File: src/rtl/register_file.sv
// Eight-entry register file for the tiny16 CPU: r0 is the PC, r1 the link register, r7 the ALU temp.
// Reads are combinational from the flops; writes and the PC increment land on the rising edge.
module register_file #(
    parameter int unsigned      WIDTH    = 16,
    parameter logic [WIDTH-1:0] PC_RESET = '0
) (
    input  logic             clk,
    input  logic             rst,
    input  logic [2:0]       reg_src_sel,
    input  logic [2:0]       reg_dst_sel,
    input  logic             reg_in_en,
    input  logic             reg_out_en,
    input  logic             reg_pc_inc,
    input  logic [WIDTH-1:0] bus_in,
    output logic [WIDTH-1:0] bus_out,
    output logic             bus_out_en,
    output logic [WIDTH-1:0] pc,
    input  logic [2:0]       dbg_sel,
    output logic [WIDTH-1:0] dbg_data
);

    localparam int unsigned NUM_REGS = 8;
    localparam int unsigned SEL_W    = 3;

    logic [WIDTH-1:0] regs [NUM_REGS];

    // The write is assigned last so a same-edge write to r0 overrides the increment.
    always_ff @(posedge clk or posedge rst) begin
        if (rst) begin
            regs[0] <= PC_RESET;
            for (int unsigned i = 1; i < NUM_REGS; i++) begin
                regs[SEL_W'(i)] <= '0;
            end
        end else begin
            if (reg_pc_inc) begin
                regs[0] <= regs[0] + WIDTH'(1);
            end
            if (reg_in_en) begin
                regs[reg_dst_sel] <= bus_in;
            end
        end
    end

    // Read ports see the pre-edge contents; no write-through bypass.
    always_comb begin
        bus_out    = reg_out_en ? regs[reg_src_sel] : '0;
        bus_out_en = reg_out_en;
        pc         = regs[0];
        dbg_data   = regs[dbg_sel];
    end

endmodule

File: config.mk
export PLATFORM = sky130hd
export DESIGN_NAME = register_file
export DESIGN_NICKNAME = d
export VERILOG_FILES = /design/src/rtl/register_file.sv
export SDC_FILE = /design/constraint.sdc
export NUM_CORES = 1
export LEC_CHECK = 0
export CAP_MARGIN = 5
export CORE_MARGIN = 2
export CORE_UTILIZATION = 45
export DETAILED_ROUTE_END_ITERATION = 10
export HOLD_SLACK_MARGIN = 0.15
export PLACE_DENSITY = 0.66
export SLEW_MARGIN = 40
export SYNTH_ARGS = -nofsm -noshare
export SYNTH_HDL_FRONTEND = slang
export SYNTH_SLANG_ARGS = --single-unit
File: constraint.sdc
create_clock -name clk -period 6.3 [get_ports clk]
set_clock_uncertainty 0.1 [all_clocks]
set_input_delay 0.945 -clock clk [delete_from_list [all_inputs] [get_ports clk]]
set_output_delay 0.945 -clock clk [all_outputs]
set_load 0.05 [all_outputs]
==> impl_metrics.env <==
export IMPL_synth_top_family_by_area="multiplexers"
export IMPL_reg2reg_slack_ns=4.38
export IMPL_min_period_ns=4.38
export IMPL_area_growth_pct=18.4
export IMPL_avgViaCountPerCell=5.76
export IMPL_r2r_start="pc[0]$_DFF_PP0_"
export IMPL_synth_xor_xnor_area_share_pct=1.77
export IMPL_dieArea_sq_mm=0.0176
export IMPL_grt_pass1_vias=4830
export IMPL_yosys_area_share_simple_pct=5.94
export IMPL_synth_area_sq_mm=0.00743
export IMPL_synth_common_cells="dfrtp_1 (128), mux2_2 (108), mux4_2 (49)"
export IMPL_utilization_pct=55.0
export IMPL_yosysMostFrequentCell="dfrtp_1"
export IMPL_setup_tns_ns=0
export IMPL_via_count=4462
export IMPL_maxCapViolations=0
export IMPL_die_w_um=133
export IMPL_period_share_pct=69.5
export IMPL_yosysUniqueCellTypes=35
export IMPL_ys_top_cells_by_area="dfrtp_1 (43%), mux2_2 (16%), mux4_2 (15%)"
export IMPL_r2r_cells=5
export IMPL_grt_pass1_wl_um=27300
export IMPL_cp_common_cell="clkdlybuf4s50_1"
export IMPL_antenna_left=0
export IMPL_fin_nets=576
export IMPL_grt_usage_pct=20.0
export IMPL_hold_slack_ns=0.415
export IMPL_yosys_most_used_dff="dfrtp_1"
export IMPL_tritoncts="done"
export IMPL_root_buffer="clkbuf_16"
export IMPL_synth_area_mux_share_pct=42.6
export IMPL_hold_depth=1
export IMPL_antenna_found_initial=0
export IMPL_p_leak_nw=3.56
export IMPL_postSynthCellCount=489
export IMPL_clock_path_buffers=2
export IMPL_core_rowCount=46
export IMPL_endpoint_kind="primary output"
export IMPL_timing_rr_end="pc[14]$_DFF_PP0_"
export IMPL_diodes=0
export IMPL_setup_ws_ns=1.92
export IMPL_ctsResizeCount=0
export IMPL_grt_max_degree=91
export IMPL_yosys_area_top_type="dfrtp_1"
export IMPL_drcViolationCount=0
export IMPL_crit_path_top_delay_cell="clkdlybuf4s50_1"
export IMPL_status="completed"
export IMPL_io_buffers=78
export IMPL_synth_edf_count=0
export IMPL_hold_class="reg -> reg"
export IMPL_multiInputGateArea_sq_mm=0.00384
export IMPL_path_max_fanout=32
export IMPL_ioPinCount=79
export IMPL_gp_congestion=0.736
export IMPL_cts_setup_buffers=0
export IMPL_drive_above_1_share_pct=41.4
export IMPL_wirelength_um=16800
export IMPL_synth_warnings=0
export IMPL_synth_top_cell_area_share_pct=43.1
export IMPL_rsz0062_at_grt="no"
export IMPL_clock_latency_ns=0.41
export IMPL_numCtsBuffers=17
export IMPL_worstMarginPinSlew_ns=0.821
export IMPL_setup_viol=0
export IMPL_cp_start_kind="primary input"
export IMPL_post_drt_wl_per_cell_um=21.7
export IMPL_synth_fa_ha_area_share_pct=0.168
export IMPL_overflow=0
export IMPL_fmax_ghz=0.229
export IMPL_synth_nets=520
export IMPL_n_fill_cell=1371
export IMPL_synth_async_reset_ratio_pct=100
export IMPL_htree_levels=4
export IMPL_dr_pass1_iters=4
export IMPL_required_ns=5.25
export IMPL_path_cells="clkdlybuf4s50_1 > buf_4 > mux4_2 > mux2i_1 > nor2b_1 > clkdlybuf4s50_1"
export IMPL_slew_headroom_pct=45.2
export IMPL_hold_violations=0
export IMPL_ys_ff_latch=128
export IMPL_clkTransAtPathRegs_ns=0.06
export IMPL_initial_core_util_pct=46.5
export IMPL_design_core_area_sq_mm=0.0160
export IMPL_crit_arrival_ns=3.33
export IMPL_path_class="in -> out"
export IMPL_max_stage_delay_ns=0.70
export IMPL_hold_buffers=0
export IMPL_die_h_um=133
export IMPL_syn_avg_cell_area_sq_um=15.2
export IMPL_drt_iter0_markers=279
export IMPL_dp_hpwl_um=10900
export IMPL_power_density_mw_per_mm2=368
export IMPL_synth_seq_area_share_pct=43.1
export IMPL_register_area_sq_mm=0.00320
export IMPL_cts_sinks=128
export IMPL_dp_slack_ns=1.92
export IMPL_slew_viol_final=0
export IMPL_ir_drop_mv=0.194
export IMPL_synth_compound_area_share_pct=0.993
## logic make-up (layout without fill, tap and decap cells)
logic type,Yosys count,after routing
xor+xnor,15,15
mux,211,211
flops,128,128
buf+inv,56,125
simple gates,64,64
fa+ha+maj,1,1
compound gates,14,14
## through the flow
| step | cell area [sq um] | power, mW | cells |
|---|---|---|---|
| floorplan | 7430 | 2.01 | 489 |
| global placement | 8150 | 2.25 | 738 |
| detailed placement | 8200 | 2.28 | 742 |
| CTS | 8790 | 3.27 | 774 |
| global route | 8800 | 3.39 | 774 |
| finish | 8800 | 3.24 | 774 |
## worst max-delay path by stage
stage              startpoint            to  slack (ns)  cells after the start
2_1_floorplan             rst     async pin        1.84                      1
3_3_place_gp       dbg_sel[1]  dbg_data[13]        1.45                      5
3_5_place_dp   reg_src_sel[1]   bus_out[14]        1.92                      6
4_1_cts        reg_src_sel[1]   bus_out[14]        1.92                      6
5_1_grt        reg_src_sel[1]   bus_out[14]        1.83                      6
6_report       reg_src_sel[1]   bus_out[10]        1.92                      6
## layout make-up
class	instances	area share, %
multi-input cells	305	43.6
flip-flops and latches	128	36.4
repair buffers	90	9.93
well taps	216	3.07
inverters	3	0.213
clock buffers	18	4.99
clock inverters	14	1.78
## cell usage in the layout (no fill, tap or decap), drive strengths merged, types with 4 or more instances in the layout
cell           count
mux2             130
clkinv             4
o21ai             14
nand4              6
mux4              64
nor2b             16
xor2               6
xnor2              9
nor4               4
buf               16
nor3               6
dfrtp            128
nand2             20
mux2i             17
clkinvlp           4
inv                7
clkbuf            18
clkdlybuf4s50     74
## per-layer routing
layer  vias up  part of all wire [%]  GRT usage, %
met4         0                  0.64          5.14
met1      2390                    45          26.8
met5         -                     0             0
met3         7                   3.0          3.72
li1       1980                     -             -
met2        85                    51          33.9
## report_power, final
| part | internal [mW] | switching [mW] |
|---|---|---|
| sequential | 1.02 | 0.194 |
| combinational | 0.525 | 0.532 |
| clock | 0.598 | 0.374 |
## critical path: cells and delay by family
family,cells,cell delay [ns]
mux,2,0.73
buf+inv,3,1.59
simple gates,1,0.06
(Power assumes the default switching activity.)
